**src/rtl/activation_sched_if.sv**
```systemverilog
// Handshake bundle between the layer engines, the activation scheduler and the activation unit.
interface activation_sched_if #(
  parameter int unsigned DATA_W = 16,
  parameter int unsigned LEN_W  = 8
);
  logic [1:0]        req;
  logic [LEN_W-1:0]  len0;
  logic [LEN_W-1:0]  len1;
  logic              func0;
  logic              func1;
  logic [1:0]        gnt;
  logic [DATA_W-1:0] x0;
  logic [DATA_W-1:0] x1;
  logic [1:0]        x_valid;
  logic [1:0]        x_ready;
  logic              act_valid_in;
  logic [DATA_W-1:0] act_x;
  logic              act_func;
  logic              act_valid_out;
  logic [DATA_W-1:0] act_y;
  logic              y_valid;
  logic [DATA_W-1:0] y_out;
  logic              y_id;
  logic              y_last;
  logic [1:0]        done;

  modport slave (
    input  req, len0, len1, func0, func1, x0, x1, x_valid, act_valid_out, act_y,
    output gnt, x_ready, act_valid_in, act_x, act_func, y_valid, y_out, y_id, y_last, done
  );

  modport master (
    output req, len0, len1, func0, func1, x0, x1, x_valid, act_valid_out, act_y,
    input  gnt, x_ready, act_valid_in, act_x, act_func, y_valid, y_out, y_id, y_last, done
  );
endinterface

```
**src/rtl/activation_sched.sv**
```systemverilog
// Round-robin burst scheduler sharing one activation unit between two layer engines.
// Optional statistics counters enabled by defining ACT_SCHED_STATS_EN.
module activation_sched #(
  parameter int unsigned DATA_W = 16,
  parameter int unsigned LEN_W  = 8
) (
  input  logic clk,
  input  logic rst_n,
`ifdef ACT_SCHED_STATS_EN
  output logic [15:0] stat_bursts0,
  output logic [15:0] stat_bursts1,
  output logic [31:0] stat_busy,
`endif
  activation_sched_if.slave bus
);
  typedef enum logic [1:0] {S_IDLE = 2'd0, S_BURST = 2'd1, S_DRAIN = 2'd2} state_e;

  state_e            state_q, state_d;
  logic              g_q, g_d;
  logic              last_q, last_d;
  logic              func_q, func_d;
  logic [LEN_W-1:0]  len_q, len_d;
  logic [LEN_W-1:0]  iss_q, iss_d;
  logic [LEN_W-1:0]  res_q, res_d;
  logic [1:0]        gnt_q, gnt_d;
  logic [DATA_W-1:0] act_x_q, act_x_d;
  logic              act_func_q, act_func_d;
  logic              y_valid_q, y_valid_d;
  logic [DATA_W-1:0] y_out_q, y_out_d;
  logic              y_id_q, y_id_d;
  logic              y_last_q, y_last_d;
  logic [1:0]        done_q, done_d;

  logic              in_burst, xv_sel, hs, res_acc, win;
  logic [DATA_W-1:0] x_sel;
  logic [LEN_W-1:0]  len_sel;
  logic [1:0]        g_onehot;

  // Stream selection for the granted requester; ties go to the one not served last.
  always_comb begin
    in_burst = (state_q == S_BURST);
    x_sel    = g_q ? bus.x1 : bus.x0;
    xv_sel   = g_q ? bus.x_valid[1] : bus.x_valid[0];
    hs       = in_burst && xv_sel;
    res_acc  = bus.act_valid_out && (state_q != S_IDLE);
    win      = (bus.req == 2'b11) ? ~last_q : bus.req[1];
    len_sel  = win ? bus.len1 : bus.len0;
    g_onehot = g_q ? 2'b10 : 2'b01;
  end

  assign bus.x_ready      = in_burst ? g_onehot : 2'b00;
  assign bus.act_valid_in = hs;
  assign bus.act_x        = in_burst ? x_sel  : act_x_q;
  assign bus.act_func     = in_burst ? func_q : act_func_q;
  assign bus.gnt          = gnt_q;
  assign bus.y_valid      = y_valid_q;
  assign bus.y_out        = y_out_q;
  assign bus.y_id         = y_id_q;
  assign bus.y_last       = y_last_q;
  assign bus.done         = done_q;

  always_comb begin
    state_d    = state_q;
    g_d        = g_q;
    last_d     = last_q;
    func_d     = func_q;
    len_d      = len_q;
    iss_d      = iss_q;
    res_d      = res_q;
    gnt_d      = gnt_q;
    y_valid_d  = 1'b0;
    y_out_d    = y_out_q;
    y_id_d     = y_id_q;
    y_last_d   = 1'b0;
    done_d     = 2'b00;
    act_x_d    = in_burst ? x_sel  : act_x_q;
    act_func_d = in_burst ? func_q : act_func_q;

    case (state_q)
      S_IDLE: begin
        gnt_d = 2'b00;
        if (|bus.req) begin
          g_d    = win;
          len_d  = len_sel;
          func_d = win ? bus.func1 : bus.func0;
          iss_d  = '0;
          res_d  = '0;
          gnt_d  = win ? 2'b10 : 2'b01;
          if (len_sel == '0) begin
            done_d = win ? 2'b10 : 2'b01;
            last_d = win;
          end else begin
            state_d = S_BURST;
          end
        end
      end
      S_BURST: begin
        if (hs) begin
          iss_d = iss_q + LEN_W'(1);
          if (iss_q == len_q - LEN_W'(1)) state_d = S_DRAIN;
        end
      end
      S_DRAIN: state_d = S_DRAIN;
      default: state_d = S_IDLE;
    endcase

    // Burst completes on the final result, not on a cycle count, so any unit latency works.
    if (res_acc) begin
      y_valid_d = 1'b1;
      y_out_d   = bus.act_y;
      y_id_d    = g_q;
      res_d     = res_q + LEN_W'(1);
      if (res_q == len_q - LEN_W'(1)) begin
        y_last_d = 1'b1;
        done_d   = g_onehot;
        state_d  = S_IDLE;
        last_d   = g_q;
        gnt_d    = 2'b00;
      end
    end
  end

  always_ff @(posedge clk) begin
    if (!rst_n) begin
      state_q    <= S_IDLE;
      g_q        <= 1'b0;
      last_q     <= 1'b1;
      func_q     <= 1'b0;
      len_q      <= '0;
      iss_q      <= '0;
      res_q      <= '0;
      gnt_q      <= 2'b00;
      act_x_q    <= '0;
      act_func_q <= 1'b0;
      y_valid_q  <= 1'b0;
      y_out_q    <= '0;
      y_id_q     <= 1'b0;
      y_last_q   <= 1'b0;
      done_q     <= 2'b00;
    end else begin
      state_q    <= state_d;
      g_q        <= g_d;
      last_q     <= last_d;
      func_q     <= func_d;
      len_q      <= len_d;
      iss_q      <= iss_d;
      res_q      <= res_d;
      gnt_q      <= gnt_d;
      act_x_q    <= act_x_d;
      act_func_q <= act_func_d;
      y_valid_q  <= y_valid_d;
      y_out_q    <= y_out_d;
      y_id_q     <= y_id_d;
      y_last_q   <= y_last_d;
      done_q     <= done_d;
    end
  end

`ifdef ACT_SCHED_STATS_EN
  localparam int unsigned STAT_BW = 16;
  localparam int unsigned STAT_TW = 32;

  logic [STAT_BW-1:0] sb0_q, sb0_d;
  logic [STAT_BW-1:0] sb1_q, sb1_d;
  logic [STAT_TW-1:0] busy_q, busy_d;

  // Saturating burst and busy-cycle counters.
  always_comb begin
    sb0_d  = sb0_q;
    sb1_d  = sb1_q;
    busy_d = busy_q;
    if (done_d[0] && (sb0_q != '1)) sb0_d = sb0_q + STAT_BW'(1);
    if (done_d[1] && (sb1_q != '1)) sb1_d = sb1_q + STAT_BW'(1);
    if ((state_q != S_IDLE) && (busy_q != '1)) busy_d = busy_q + STAT_TW'(1);
  end

  always_ff @(posedge clk) begin
    if (!rst_n) begin
      sb0_q  <= '0;
      sb1_q  <= '0;
      busy_q <= '0;
    end else begin
      sb0_q  <= sb0_d;
      sb1_q  <= sb1_d;
      busy_q <= busy_d;
    end
  end

  assign stat_bursts0 = sb0_q;
  assign stat_bursts1 = sb1_q;
  assign stat_busy    = busy_q;
`endif
endmodule

```
**src/flat_wrapper.sv**
```systemverilog
// flat-port wrapper written by rule: the top's interface ports become plain ports
module activation_sched_flat 
#(
  parameter int unsigned DATA_W = 16,
  parameter int unsigned LEN_W  = 8
)
  (clk, rst_n, bus_req, bus_len0, bus_len1, bus_func0, bus_func1, bus_x0, bus_x1, bus_x_valid, bus_act_valid_out, bus_act_y, bus_gnt, bus_x_ready, bus_act_valid_in, bus_act_x, bus_act_func, bus_y_valid, bus_y_out, bus_y_id, bus_y_last, bus_done);
  activation_sched_if #(.DATA_W(DATA_W), .LEN_W(LEN_W)) bus_i ();
  input  logic clk;
  input  logic rst_n;
  input wire logic [$bits(bus_i.req)-1:0] bus_req;
  input wire logic [$bits(bus_i.len0)-1:0] bus_len0;
  input wire logic [$bits(bus_i.len1)-1:0] bus_len1;
  input wire logic [$bits(bus_i.func0)-1:0] bus_func0;
  input wire logic [$bits(bus_i.func1)-1:0] bus_func1;
  input wire logic [$bits(bus_i.x0)-1:0] bus_x0;
  input wire logic [$bits(bus_i.x1)-1:0] bus_x1;
  input wire logic [$bits(bus_i.x_valid)-1:0] bus_x_valid;
  input wire logic [$bits(bus_i.act_valid_out)-1:0] bus_act_valid_out;
  input wire logic [$bits(bus_i.act_y)-1:0] bus_act_y;
  output wire logic [$bits(bus_i.gnt)-1:0] bus_gnt;
  output wire logic [$bits(bus_i.x_ready)-1:0] bus_x_ready;
  output wire logic [$bits(bus_i.act_valid_in)-1:0] bus_act_valid_in;
  output wire logic [$bits(bus_i.act_x)-1:0] bus_act_x;
  output wire logic [$bits(bus_i.act_func)-1:0] bus_act_func;
  output wire logic [$bits(bus_i.y_valid)-1:0] bus_y_valid;
  output wire logic [$bits(bus_i.y_out)-1:0] bus_y_out;
  output wire logic [$bits(bus_i.y_id)-1:0] bus_y_id;
  output wire logic [$bits(bus_i.y_last)-1:0] bus_y_last;
  output wire logic [$bits(bus_i.done)-1:0] bus_done;
  assign bus_i.req = bus_req;
  assign bus_i.len0 = bus_len0;
  assign bus_i.len1 = bus_len1;
  assign bus_i.func0 = bus_func0;
  assign bus_i.func1 = bus_func1;
  assign bus_i.x0 = bus_x0;
  assign bus_i.x1 = bus_x1;
  assign bus_i.x_valid = bus_x_valid;
  assign bus_i.act_valid_out = bus_act_valid_out;
  assign bus_i.act_y = bus_act_y;
  assign bus_gnt = bus_i.gnt;
  assign bus_x_ready = bus_i.x_ready;
  assign bus_act_valid_in = bus_i.act_valid_in;
  assign bus_act_x = bus_i.act_x;
  assign bus_act_func = bus_i.act_func;
  assign bus_y_valid = bus_i.y_valid;
  assign bus_y_out = bus_i.y_out;
  assign bus_y_id = bus_i.y_id;
  assign bus_y_last = bus_i.y_last;
  assign bus_done = bus_i.done;
  activation_sched #(.DATA_W(DATA_W), .LEN_W(LEN_W)) u_core (.clk(clk), .rst_n(rst_n), .bus(bus_i));
endmodule
```
**config.mk**
```make
export PLATFORM = sky130hd
export DESIGN_NAME = activation_sched_flat
export DESIGN_NICKNAME = d
export VERILOG_FILES = /design/src/rtl/activation_sched_if.sv /design/src/rtl/activation_sched.sv /design/src/flat_wrapper.sv
export SDC_FILE = /design/constraint.sdc
export NUM_CORES = 1
export LEC_CHECK = 0
export CAP_MARGIN = 25
export CELL_PAD_IN_SITES_DETAIL_PLACEMENT = 0
export CELL_PAD_IN_SITES_GLOBAL_PLACEMENT = 1
export CORE_MARGIN = 10
export CORE_UTILIZATION = 34
export CTS_BUF_LIST = sky130_fd_sc_hd__clkbuf_8
export DETAILED_ROUTE_END_ITERATION = 16
export PLACE_DENSITY = 0.82
export SLEW_MARGIN = 20
export SYNTH_ARGS = -nofsm -noshare
export SYNTH_HDL_FRONTEND = slang
export SYNTH_SLANG_ARGS = --single-unit
```
**constraint.sdc**
```tcl
create_clock -name clk -period 2.9 [get_ports clk]
set_clock_uncertainty 0.05 [all_clocks]
set_input_delay 0.29 -clock clk [delete_from_list [all_inputs] [get_ports clk]]
set_output_delay 0.29 -clock clk [all_outputs]
set_load 0.005 [all_outputs]
```
==> key figures, run 1 <==
Clocking
  – Postcts setup bufs: 0
  – Later-pin clock latency in the skew report: 0.34 ns
  – Clock slew at reported path FFs: 0.08 ns
  – Clk sink count: 69
  – Hold-fix buffers at CTS: 0
  – Clk buf depth: 2
  – Num CTS Buffers: 9
  – Root Buffer: clkbuf_8
  – Clock H-tree levels: 3
  – Resize count post-CTS: 0
  – TritonCTS clock tree: yes

Power and ir drop
  – Cell area power density: 497 mW/mm^2
  – P_leak: 0.00188 uW
  – Max VDD drop: 0.285 mV

Worst setup path
  – Crit path capture type: output pin
  – R2r setup slk: 0.56 ns
  – Critical-path cell list: nand2b_1 -> buf_4 -> o21ai_0 -> clkdlybuf4s50_1
  – Critical path's largest stage delay: 0.58 ns
  – Worst Setup Path Type: reg -> out
  – Worst path bufs/invs: 2
  – Worst EP arrival: 2.30 ns
  – Crit-path leading delay family: buffers and inverters
  – Crit path depth: 4
  – Crit Path Max Fanout: 27
  – RR Startpoint: u_core.len_q[0]
  – Critical-path top delay cell: clkdlybuf4s50_1
  – Worst R2R End: u_core.bus.done[1]
  – R2R depth: 8
  – Crit path launch type: register
  – Worst EP required: 2.56 ns

Synth
  – Synth warn: 0
  – Ys async rst share: 0
  – Dominant synthesized flop cell: dfxtp_1
  – Sequential-to-total area share from yosys stat: 0.401
  – #FFs+latches synth: 69
  – Commonest cells in the netlist: 73 x nand2_1, 69 x dfxtp_1, 29 x mux2i_1
  – Synthesized Nets: 477
  – Syn Inst Count: 401
  – Netlist cell types: 52
  – Yosys top cell by area: dfxtp_1
  – Top-count cell post-synth: nand2_1
  – Cell Area, Synth: 0.00344 sq mm
  – Top cell type's share of synthesized area: 0.401
  – Post-synth EDFFs: 0
  – Largest cells by area after synthesis: dfxtp_1 40%, mux2i_1 8.4%, nand2_1 8.0%
  – Avg Inst Size Synth: 8.58 sq um

Layout
  – # nets final: 587
  – Post-layout util: 0.504
  – Area Growth Syn to Fin: 43.8%
  – Ant diodes: 0
  – Layout cells sized above 1: 0.0620
  – Fillcell total: 933

Min path
  – Hold WC Path Type: reg -> reg
  – Min-delay src: u_core.bus.y_out[1]
  – Hold Crit Endpoint: u_core.bus.y_out[1]
  – WHS Path Cells: 2

Detailed routing
  – Via density: 4.80
  – Drt drc: 0
  – Topmost layer with routed signal wires: met4
  – Routed met2 length: 4.64 mm
  – Met1 wire length: 4.52 mm
  – Routed WL: 9.69 mm
  – Vias: 3117
  – Detailed Route Iter0 Violations: 198
  – Antenna Nets Post-Route: 0
  – Met3 WL post-DR: 404 um
  – Drt wl/cell: 14.9 um
  – Drt first pass iters: 4

Placed design
  – Detailed placement HPWL: 7.64 mm
  – GP Congestion: 0.897
  – I/O Buffers: 115

Global route
  – Initial antenna violation count: 0
  – Gr usage total: 0.126
  – First-pass GRT wire length: 15.2 mm
  – Number of global-route vias before repair: 3049
  – GRT Residual Overflow: 0
  – Pin count of the biggest net entering global routing: 35

Floorplan
  – Num rows: 36
  – Initial Util: 0.351
  – Total core area: 0.00982 sq mm
  – Die Wd: 121 um
  – DIE AREA: 0.0145 sq mm
  – I/O Pins: 116
  – Die Y-Extent: 121 um

Timing
  – Tmin final: 2.64 ns
  – Setup tns final: 0 ns
  – Fin. Hold Viols: 0
  – Final setup fails: 0
  – Period utilization: 0.912
  – Unrepaired setup endpoints after global routing: false
  – Final Max Slew Viols: 0
  – Worst rel slew slack: 0.637
  – Least-Margin Pin Slew: 0.539 ns
  – Max Freq: 378 MHz

Status
  – Outcome: finished clean

Flow run
  – Max-cap viol count: 0
==> cell type report <==
cell class / count / area [sq um] / share of cell area
sequential: 69 / 1380 / 0.279
clock inverter: 7 / 97.6 / 0.0197
inverter: 6 / 22.5 / 0.00455
timing repair buffer: 125 / 1230 / 0.248
clock buffer: 9 / 124 / 0.0250
multi-input combinational: 300 / 1930 / 0.390
tap: 133 / 166 / 0.0336
==> kinds of logic after synthesis <==
family | count (synthesis) | synth area share
AO/OA/AOI/OAI | 79 | 0.164
XOR/XNOR | 29 | 0.0778
adder cells (fa/ha/maj) | 3 | 0.0109
buffers and inverters | 32 | 0.0374
flip-flops | 69 | 0.401
multiplexers | 30 | 0.0876
AND/OR/NAND/NOR | 159 | 0.221
==> worst reg2reg max path: cells and delay by family (launching register included) <==
kind / cells / cell delay, ns
adder cells (fa/ha/maj): 1 / 0.32
buffers and inverters: 1 / 0.07
AND/OR/NAND/NOR: 2 / 0.43
flip-flops: 1 / 0.46
AO/OA/AOI/OAI: 4 / 0.96
==> report_power, final <==
group / switching [uW] / internal, uW
clock: 384 / 489
sequential: 44.8 / 998
combinational: 232 / 311
total: 661 / 1800
==> placed cells by master, fill, tap and decap left out, types with 17 or more instances in the layout <==
master / count
dfxtp_1: 69
o21ai_0: 22
mux2i_1: 29
nand2_1: 73
a21boi_0: 17
and2_1: 23
nor2_1: 23
clkdlybuf4s50_1: 115
xnor2_1: 18
==> flip-flops by register name, summed over array words and instances (netlist names), 2 cells and up <==
signal	cells
u_core.act_x_q	16
u_core.bus.done	2
u_core.bus.y_out	16
u_core.state_q	2
u_core.len_q	8
u_core.iss_q	8
u_core.bus.gnt	2
u_core.res_q	8
==> how the worst max path moves through the flow <==
stage	start	to	slack (ns)
finish	u_core.state_q[0]	bus_act_x[6]	0.26
global route	u_core.state_q[0]	bus_act_x[6]	0.05
CTS	u_core.state_q[1]	bus_act_x[6]	0.24
detailed placement	u_core.len_q[0]	u_core.last_q	0.57
global placement	u_core.len_q[0]	u_core.bus.done[0]	0.63
floorplan	u_core.len_q[0]	u_core.last_q	0.55
==> stage by stage <==
step | std cells | total power [uW] | setup WS (ns) | hold slack (ns) | cell area, sq um
6_report | 649 | 2460 | 0.257 | 0.414 | 4950
5_1_grt | 649 | 2590 | 0.0488 | 0.437 | 4950
4_1_cts | 649 | 2490 | 0.244 | 0.418 | 4950
3_5_place_dp | 633 | 1610 | 0.574 | 0.405 | 4730
3_3_place_gp | 633 | 1600 | 0.629 | 0.400 | 4730
2_1_floorplan | 401 | 1340 | 0.555 | 0.385 | 3440
==> layer usage <==
layer	track usage	vias up
li1	-	1598
met1	0.150	1440
met2	0.219	66
met3	0.0340	13
met4	0.0362	0
met5	0	-
No activity file was read; power rests on OpenSTA's default activity.
==> inputs of run 2 (changes only) <==
Settings changed: CORE_UTILIZATION 34 to 31, PLACE_DENSITY 0.82 to 0.79.
Clock period 2.9 ns to 2.3 ns, I/O delays scaled along.
==> run 2 against run 1 <==
Routed wire length is 2.2% higher. Highest routed layer unchanged. Non-clock buffer count is 5 higher. Final area is 1.2% higher. Largest power group unchanged. Critical path type is now reg -> reg.
==> key figures, run 2 (synthesized netlist as in run 1, its figures left out) <==
Status
  – Outcome: finished clean

Global route
  – GRT Residual Overflow: 0 (unchanged)
  – First-pass GRT wire length: 16.7 mm (+9.6%)
  – Pin count of the biggest net entering global routing: 58 (+66%)
  – Initial antenna violation count: 0 (unchanged)
  – Gr usage total: 0.127 (+0.000502)
  – Number of global-route vias before repair: 3200 (+5.0%)

Detailed routing
  – Drt wl/cell: 15.0 um (+0.30%)
  – Routed WL: 9.90 mm (+2.2%)
  – Antenna Nets Post-Route: 0 (unchanged)
  – Drt first pass iters: 4 (unchanged)
  – Drt drc: 0 (unchanged)
  – Vias: 3163 (+1.5%)
  – Via density: 4.79 (-0.37%)
  – Detailed Route Iter0 Violations: 136 (-31%)

Floorplan
  – Initial Util: 0.318 (-0.0330)
  – Die Wd: 125 um (+3.9%)
  – Num rows: 38 (+5.6%)
  – I/O Pins: 116 (unchanged)
  – Total core area: 0.0108 sq mm (+10%)
  – DIE AREA: 0.0157 sq mm (+8.0%)
  – Die Y-Extent: 125 um (+3.9%)

Timing
  – Setup tns final: 0 ns (unchanged)
  – Least-Margin Pin Slew: 0.655 ns (+0.115 ns)
  – Final hold slack: 0.390 ns (-0.0230 ns)
  – Unrepaired setup endpoints after global routing: false
  – Period utilization: 0.948
  – Final Max Slew Viols: 0 (unchanged)
  – Fin. Hold Viols: 0 (unchanged)
  – Tmin final: 2.18 ns
  – Final setup fails: 0 (unchanged)
  – Worst rel slew slack: 0.559 (-0.0776)
  – Max Freq: 459 MHz

Worst setup path
  – Crit path capture type: register
  – Worst EP required: 2.53 ns (-0.03 ns)
  – Crit path launch type: register
  – Worst Setup Path Type: reg -> reg
  – Crit Path Max Fanout: 6 (-78%)
  – Worst EP arrival: 2.41 ns (+0.11 ns)

Clocking
  – Clk buf depth: 2 (unchanged)
  – TritonCTS clock tree: yes
  – Clock slew at reported path FFs: 0.08 ns (about the same)
  – Clock H-tree levels: 3 (unchanged)
  – Later-pin clock latency in the skew report: 0.34 ns (about the same)
  – Root Buffer: clkbuf_8
  – Clk sink count: 69 (unchanged)
  – Num CTS Buffers: 9 (unchanged)

Layout
  – Ant diodes: 0 (unchanged)
  – Finished Layout Cells: 661 (+1.8%)
  – Commonest non-fill, non-tap cells in the layout: 114 x clkdlybuf4s50_1, 73 x nand2_1, 66 x dfxtp_1, 29 x mux2i_1
  – Commonest non-fill, non-tap cell in the layout: clkdlybuf4s50_1
  – Layout cells sized above 1: 0.0825 (+0.0205)
  – # nets final: 592 (+0.85%)
  – Area Growth Syn to Fin: 45.5%

Min path
  – Hold WC Path Type: in -> reg

Placed design
  – GP Congestion: 0.793 (-12%)
  – I/O Buffers: 115 (unchanged)
  – Dpl cells: 645 (+1.9%)
  – Detailed placement HPWL: 7.73 mm (+1.2%)

Power and ir drop
  – P_leak: 0.00191 uW (+1.6%)
  – Max VDD drop: 0.316 mV (+11%)
  – Cell area power density: 602 mW/mm^2 (+21%)

Flow run
  – Max-cap viol count: 0 (unchanged)
[run 2: cell type report]
class                      instances  area (sq um)
fill                            1072          5830
multi-input combinational        300          1940
sequential                        69          1390
timing repair buffer             130          1290
tap                              140           175
clock buffer                      10           138
clock inverter                     6          62.6
inverter                           6          22.5
[run 2: per-layer routing]
metal	share of wire	routed length [um]	track usage
met5	0	0	0
met4	0.0092	91	0.0434
met3	0.056	559	0.0368
met2	0.46	4600	0.208
met1	0.47	4650	0.155
[run 2: timing repair]
item                                    4_1_cts  5_1_grt
setup buffers                                 0        0
hold buffers                                  0        0
pin swaps                                     0        0
resized for setup                             2       10
endpoints found under the setup margin        6       19
[run 2: path summary, 6_finish.rpt]
kind         slack, ns  depth (start not counted)           startpoint                  end
min reg2reg       0.41                          2  u_core.bus.y_out[0]  u_core.bus.y_out[0]
max reg2reg       0.12                          6      u_core.len_q[4]        u_core.last_q
max               0.12                          6      u_core.len_q[4]        u_core.last_q
min               0.39                          3         bus_act_y[5]  u_core.bus.y_out[5]
[run 2: metrics by stage]
stage | area (sq um) | setup WS (ns) | power (uW) | utilization
finish | 5010 | 0.119 | 3020 | 0.462
global route | 5010 | 0.00199 | 3200 | 0.462
detailed placement | 4790 | 0.0449 | 2050 | 0.442
CTS | 4990 | 0.0240 | 3050 | 0.460
global placement | 4790 | 0.112 | 2040 | 0.442
floorplan | 3440 | 0.0375 | 1690 | -
[run 2: critical path, stage by stage (launching register included)]
cell,delay [ns]
dfxtp_1,0.40
or4_4,0.54
o31a_1,0.31
a2111oi_2,0.26
and4_1,0.25
nand2b_4,0.16
a2bb2oi_2,0.13
[run 2: where the power goes]
part / leakage [uW] / switching (uW) / internal, uW / total [uW]
clock: 0.0000943 / 470 / 526 / 996
combinational: 0.00125 / 305 / 411 / 716
sequential: 0.000564 / 45.8 / 1260 / 1310
